===== src/rtl/seven_seg_reader_if.sv =====
// Two-digit multiplexed seven-segment readback bus: display lines in, decoded digits out.
interface seven_seg_reader_if;
  logic [6:0] seg;
  logic [1:0] sel;
  logic       err_clr;
  logic [3:0] digit0;
  logic [3:0] digit1;
  logic       blank0;
  logic       blank1;
  logic       update;
  logic [6:0] value;
  logic       value_valid;
  logic       err;

  modport master (
    output seg, sel, err_clr,
    input  digit0, digit1, blank0, blank1, update, value, value_valid, err
  );

  modport slave (
    input  seg, sel, err_clr,
    output digit0, digit1, blank0, blank1, update, value, value_valid, err
  );
endinterface


===== src/rtl/seven_seg_reader.sv =====
// Recovers two BCD digits from a multiplexed seven-segment bus once the pattern has
// been stable for STABLE_CYCLES edges, and publishes their binary value 0..99.
module seven_seg_reader #(
  parameter int STABLE_CYCLES = 4,
  parameter int CNT_W         = 8
) (
  input  logic               clk,
  input  logic               reset,
  seven_seg_reader_if.slave  bus
);

  typedef enum logic [0:0] {HOLD, SETTLE} state_t;

  typedef struct packed {
    logic       legal;
    logic       blank;
    logic [3:0] digit;
  } decode_t;

  localparam logic [CNT_W-1:0] CNT_LAST = CNT_W'(STABLE_CYCLES - 1);

  function automatic decode_t decode_seg(input logic [6:0] s);
    decode_t d;
    d = '{legal: 1'b1, blank: 1'b0, digit: 4'd0};
    case (s)
      7'b0111111: d.digit = 4'd0;
      7'b0000110: d.digit = 4'd1;
      7'b1011011: d.digit = 4'd2;
      7'b1001111: d.digit = 4'd3;
      7'b1100110: d.digit = 4'd4;
      7'b1101101: d.digit = 4'd5;
      7'b1111101: d.digit = 4'd6;
      7'b0000111: d.digit = 4'd7;
      7'b1111111: d.digit = 4'd8;
      7'b1101111: d.digit = 4'd9;
      7'b0000000: d.blank = 1'b1;
      default:    d.legal = 1'b0;
    endcase
    return d;
  endfunction

  // Digits are at most 9 and blanks are stored as 0, so the sum never exceeds 99.
  function automatic logic [6:0] to_value(input logic [3:0] tens, input logic [3:0] ones);
    return 7'(tens) * 7'd10 + 7'(ones);
  endfunction

  state_t           state_q;
  state_t           state_d;
  logic [CNT_W-1:0] cnt_q;
  logic [CNT_W-1:0] cnt_d;
  logic             change;
  logic             capture;

  logic [6:0]       seg_p0;
  logic [1:0]       sel_p0;
  decode_t          dec_p0;
  logic             sel_ok_p0;
  logic             err_set_p0;

  logic [3:0]       digit0_p1;
  logic [3:0]       digit1_p1;
  logic             blank0_p1;
  logic             blank1_p1;
  logic             vld_p1;
  logic             err_p1;

  logic [6:0]       value_p2;
  logic             vld_p2;

  assign change = {bus.sel, bus.seg} != {sel_p0, seg_p0};

  always_ff @(posedge clk) begin
    if (reset) begin
      state_q <= HOLD;
      cnt_q   <= '0;
    end else begin
      state_q <= state_d;
      cnt_q   <= cnt_d;
    end
  end

  // A change seen on the capture edge restarts the settle window instead of capturing.
  always_comb begin
    state_d = state_q;
    cnt_d   = cnt_q;
    capture = 1'b0;
    if (change) begin
      state_d = SETTLE;
      cnt_d   = '0;
    end else begin
      case (state_q)
        SETTLE: begin
          if (cnt_q == CNT_LAST) begin
            capture = 1'b1;
            state_d = HOLD;
          end else begin
            cnt_d = cnt_q + CNT_W'(1);
          end
        end
        HOLD:    state_d = HOLD;
        default: state_d = HOLD;
      endcase
    end
  end

  always_comb begin
    dec_p0     = decode_seg(seg_p0);
    sel_ok_p0  = (sel_p0 == 2'b01) || (sel_p0 == 2'b10);
    err_set_p0 = capture && sel_ok_p0 && !dec_p0.legal;
  end

  // p0 -> p1: sample the bus and commit decoded digits on a legal capture
  always_ff @(posedge clk) begin
    if (reset) begin
      seg_p0    <= '0;
      sel_p0    <= '0;
      digit0_p1 <= '0;
      digit1_p1 <= '0;
      blank0_p1 <= 1'b0;
      blank1_p1 <= 1'b0;
      vld_p1    <= 1'b0;
      err_p1    <= 1'b0;
    end else begin
      seg_p0 <= bus.seg;
      sel_p0 <= bus.sel;
      vld_p1 <= 1'b0;
      if (capture && sel_ok_p0 && dec_p0.legal) begin
        vld_p1 <= 1'b1;
        if (sel_p0 == 2'b01) begin
          digit0_p1 <= dec_p0.digit;
          blank0_p1 <= dec_p0.blank;
        end else begin
          digit1_p1 <= dec_p0.digit;
          blank1_p1 <= dec_p0.blank;
        end
      end
      err_p1 <= err_set_p0 | (err_p1 & ~bus.err_clr);
    end
  end

  // p1 -> p2: binary value refreshed one edge after each capture
  always_ff @(posedge clk) begin
    if (reset) begin
      value_p2 <= '0;
      vld_p2   <= 1'b0;
    end else begin
      vld_p2 <= vld_p1;
      if (vld_p1) begin
        value_p2 <= to_value(digit1_p1, digit0_p1);
      end
    end
  end

  assign bus.digit0      = digit0_p1;
  assign bus.digit1      = digit1_p1;
  assign bus.blank0      = blank0_p1;
  assign bus.blank1      = blank1_p1;
  assign bus.update      = vld_p1;
  assign bus.err         = err_p1;
  assign bus.value       = value_p2;
  assign bus.value_valid = vld_p2;

endmodule

===== src/flat_wrapper.sv =====
// flat-port wrapper written by rule: the top's interface ports become plain ports
module seven_seg_reader_flat 
#(
  parameter int STABLE_CYCLES = 4,
  parameter int CNT_W         = 8
)
  (clk, reset, bus_seg, bus_sel, bus_err_clr, bus_digit0, bus_digit1, bus_blank0, bus_blank1, bus_update, bus_value, bus_value_valid, bus_err);
  seven_seg_reader_if bus_i ();
  input  logic clk;
  input  logic reset;
  input wire logic [$bits(bus_i.seg)-1:0] bus_seg;
  input wire logic [$bits(bus_i.sel)-1:0] bus_sel;
  input wire logic [$bits(bus_i.err_clr)-1:0] bus_err_clr;
  output wire logic [$bits(bus_i.digit0)-1:0] bus_digit0;
  output wire logic [$bits(bus_i.digit1)-1:0] bus_digit1;
  output wire logic [$bits(bus_i.blank0)-1:0] bus_blank0;
  output wire logic [$bits(bus_i.blank1)-1:0] bus_blank1;
  output wire logic [$bits(bus_i.update)-1:0] bus_update;
  output wire logic [$bits(bus_i.value)-1:0] bus_value;
  output wire logic [$bits(bus_i.value_valid)-1:0] bus_value_valid;
  output wire logic [$bits(bus_i.err)-1:0] bus_err;
  assign bus_i.seg = bus_seg;
  assign bus_i.sel = bus_sel;
  assign bus_i.err_clr = bus_err_clr;
  assign bus_digit0 = bus_i.digit0;
  assign bus_digit1 = bus_i.digit1;
  assign bus_blank0 = bus_i.blank0;
  assign bus_blank1 = bus_i.blank1;
  assign bus_update = bus_i.update;
  assign bus_value = bus_i.value;
  assign bus_value_valid = bus_i.value_valid;
  assign bus_err = bus_i.err;
  seven_seg_reader #(.STABLE_CYCLES(STABLE_CYCLES), .CNT_W(CNT_W)) u_core (.clk(clk), .reset(reset), .bus(bus_i));
endmodule

===== config.mk =====
export PLATFORM = sky130hd
export DESIGN_NAME = seven_seg_reader_flat
export DESIGN_NICKNAME = d
export VERILOG_FILES = /design/src/rtl/seven_seg_reader_if.sv /design/src/rtl/seven_seg_reader.sv /design/src/flat_wrapper.sv
export SDC_FILE = /design/constraint.sdc
export NUM_CORES = 1
export LEC_CHECK = 0
export ABC_CLOCK_PERIOD_IN_PS = 2600
export CORE_MARGIN = 5
export CORE_UTILIZATION = 40
export CTS_CLUSTER_SIZE = 10
export DETAILED_ROUTE_END_ITERATION = 16
export SLEW_MARGIN = 20
export SYNTH_ARGS = -nofsm -noshare
export SYNTH_HDL_FRONTEND = slang
export SYNTH_SLANG_ARGS = --single-unit

===== constraint.sdc =====
create_clock -name clk -period 2.6 [get_ports clk]
set_input_delay 0.52 -clock clk [delete_from_list [all_inputs] [get_ports clk]]
set_output_delay 0.52 -clock clk [all_outputs]
set_load 0.05 [all_outputs]

==> out/metrics.yaml <==
timing:
  min_period_ns: 2.12
  finalSetupViolCount: 0
  setup-tns-final_ns: 0
  hold_viol_final: 0
  rsz0062_at_grt: "false"
  finalClockSkew_ns: 0.00584
  finalCritPeriodShare_pct: 81.6
  drv_slew: 0
  timing.slew.headroom_pct: 66.2
  worst_pin_slew_ns: 0.505
  max_freq_mhz: 472
  setup_ws_ns: 0.480
route:
  firstDrtPassIters: 4
  drt-total-wl_mm: 3.86
  viasPerCell: 4.86
  final_antenna_net_count: 0
  drt_iter0_drc: 58
  wl_per_cell_um: 12.4
  route.met2.wl_mm: 1.76
  met1Wirelength_mm: 1.86
  highest_layer: "met4"
  drcViolationCount: 0
  dr_total_vias: 1515
  met3_length_um: 164
critical_path:
  crit_cells: 1
  path_max_fanout: 5
  cp_data_arrival_time_ns: 1.60
  reg2reg_depth: 7
  critical_path_class: "reg2out"
  crit_chain: "clkdlybuf4s50_1"
  worst_setup_path_end_kind: "primary output"
  worstSetupStartpointType: "flop"
  rr_startpoint: "u_core.bus.digit1[1]"
  r2r_slack_ns: 0.48
  path_delay_family: "buffers and inverters"
  critPathBufInv: 1
  r2r_end: "u_core.bus.value[6]"
  critPathLaunch: "u_core.bus.digit1[1]"
  slowest_delay_ns: 0.85
  crit_end: "bus_digit1[1]"
  worstPathRequired_ns: 2.08
  critical_path.slowest_cell: "clkdlybuf4s50_1"
clock_network:
  numCtsBuffers: 5
  cts_tree: "yes"
  cts_buffer_depth: 2
  path_clk_slew_ns: 0.07
  cts_hold_buf: 0
  clock_latency_ns: 0.29
  postCtsSetupBuffers: 0
  cts_root_buf: "clkbuf_8"
  post_cts_resized: 0
  cts_sinks: 38
  h-tree-depth: 2
yosys:
  synthArstFlopShare_pct: 0
  synth_area_leaders: "dfxtp_1, xnor2_1, mux2i_1, ha_1, nor2b_1"
  yosys.area.top_type: "dfxtp_1"
  yosys.area_share.simple_pct: 24.8
  synth_area_mm2: 0.00204
  synth_nets: 236
  synth_compound_area_share_pct: 9.38
  ys_types: 45
  synth_mux_area_share_pct: 6.38
  synthAdderAreaFrac_pct: 6.87
  synth-xor-area-share_pct: 9.87
  yosys_warnings: 0
  yosysSeqAreaShare_pct: 37.3
  synth_edf_count: 0
  syn_inst: 214
  synth_top_area_share_pct: 37.3
  synthFlopType: "dfxtp_1"
  syn_avg_cell_area_um2: 9.54
  synth_seq_cells: 38
  synth_top_family_by_area: "simple AND/OR/NAND/NOR gates"
grt:
  grt_first_pass_wirelength_mm: 6.67
  grt_antenna_before_repair: 0
  track_usage_pct: 12.9
  grt_pass1_vias: 1482
  grt_max_degree: 17
  gr-total-overflow: 0
floorplanning:
  die_h_um: 81.4
  die_w_um: 81.4
  dieArea_mm2: 0.00663
  rows: 26
  io-pin-count: 32
  core-area_mm2: 0.00504
  initial_core_util_pct: 40.5
final_layout:
  fillers: 509
  syn_to_final_growth_pct: 22.0
  nets: 264
  drive_gt1_share_pct: 7.44
  antenna_cells: 0
pwr:
  p_int_w: 0.000944
  leakage_nw: 0.909
  vdd_drop_max_mv: 0.290
  clkPwrFrac_pct: 42.4
  power.total_w: 0.00120
  p_comb_share_pct: 7.3
  power_frac_seq_pct: 50.4
  swShare_pct: 21.5
  switchingPower_w: 0.000259
  power_density_mw_per_mm2: 483
outcome:
  outcome: "finished clean"
placed_design:
  place_ws_ns: 0.347
  numPortBuffers: 31
  dp_hpwl_mm: 3.02
  gp_congestion: 0.815
flow_run:
  cap_violations: 0
min_path:
  min_path_cells: 2
  hold_path_class: "reg2reg"
## routing by layer
layer | vias to the layer above | track usage [%]
li1 | 789 | -
met1 | 695 | 16.0
met2 | 25 | 21.6
met3 | 6 | 2.96
met4 | 0 | 5.24
met5 | - | 0
## layout by cell type, fill, tap and decap left out, types with 2 or more instances in the layout
| master | count |
|---|---|
| or3_1 | 3 |
| nor2_1 | 17 |
| o2bb2ai_1 | 2 |
| a211oi_1 | 2 |
| nand3_1 | 6 |
| dfxtp_1 | 38 |
| mux2i_1 | 13 |
| nor3b_1 | 3 |
| o211ai_4 | 2 |
| inv_1 | 6 |
| buf_4 | 3 |
| xnor2_1 | 19 |
| nand4_1 | 5 |
| nor3_1 | 7 |
| clkdlybuf4s50_1 | 31 |
| nor2b_1 | 15 |
| clkbuf_8 | 6 |
| nand2b_1 | 12 |
| fa_1 | 2 |
| ha_1 | 8 |
| a21oi_1 | 5 |
| nand2_1 | 11 |
| xor2_1 | 4 |
## area by class of cell
type,instances,area [um^2],share of cell area [%]
inverters,7,26.3,1.06
flip-flops and latches,38,761,30.6
repair buffers,34,333,13.4
multi-input cells,156,1170,47.0
clock buffers,6,82.6,3.32
clock inverters,1,30.0,1.21
well taps,70,87.6,3.52
## cells in the mapped netlist, types with 2 or more instances
cell type / n
xnor2_1: 19
ha_1: 8
nor3b_1: 3
o211ai_4: 2
nor3_1: 7
o2bb2ai_1: 2
nor2b_1: 15
or3_1: 3
dfxtp_1: 38
mux2i_1: 13
nor2_1: 17
xor2_1: 4
fa_1: 2
inv_1: 6
a21oi_1: 5
clkbuf_1: 7
nand2b_1: 12
nand3_1: 6
nand4_1: 5
a211oi_1: 2
nand2_1: 11
buf_6: 4
## flip-flops by register name (all words and copies together), names as in the netlist
| signal | count |
|---|---|
| u_core.cnt_q | 8 |
| u_core.bus.digit0 | 4 |
| u_core.bus.update | 1 |
| u_core.state_q | 1 |
| u_core.bus.digit1 | 4 |
| u_core.bus.blank0 | 1 |
| u_core.sel_p0 | 2 |
| u_core.bus.err | 1 |
| u_core.bus.blank1 | 1 |
| u_core.bus.value | 7 |
| u_core.seg_p0 | 7 |
| u_core.bus.value_valid | 1 |
## kinds of logic (layout without fill, tap and decap cells)
| kind of cell | count (synthesis) | in the layout |
|---|---|---|
| muxes | 13 | 13 |
| adders and majority gates | 10 | 10 |
| AOI/OAI and AO/OA | 22 | 22 |
| and+or+nand+nor | 88 | 88 |
| xor gates and xnor gates | 23 | 23 |
| DFF | 38 | 38 |
| buffers and inverters | 20 | 48 |
## per-stage QoR
step	instance area, um^2	utilization, %	hold WS [ns]	instances
floorplan	2040	-	0.466	214
global placement	2380	47.1	0.471	305
detailed placement	2380	47.1	0.480	305
CTS	2490	49.4	0.491	312
global route	2490	49.4	0.534	312
finish	2490	49.4	0.483	312
## how the worst min path moves through the flow
stage | startpoint | end
finish | u_core.bus.value[3] | u_core.bus.value[3]
global placement | u_core.bus.value[2] | u_core.bus.value[2]
detailed placement | u_core.bus.value[3] | u_core.bus.value[3]
floorplan | u_core.cnt_q[1] | u_core.cnt_q[1]
CTS | u_core.bus.value[3] | u_core.bus.value[3]
global route | u_core.cnt_q[1] | u_core.cnt_q[1]
## power groups by stage
stage          Clock [W]  Sequential (W)  Combinational, W
4_1_cts         0.000525        0.000605         0.0000882
6_report        0.000510        0.000606         0.0000873
5_1_grt         0.000546        0.000607         0.0000961
3_5_place_dp           0        0.000619         0.0000879
2_1_floorplan          0        0.000608         0.0000730
3_3_place_gp           0        0.000619         0.0000881
Note: power is estimated with default switching activity, not from simulation.
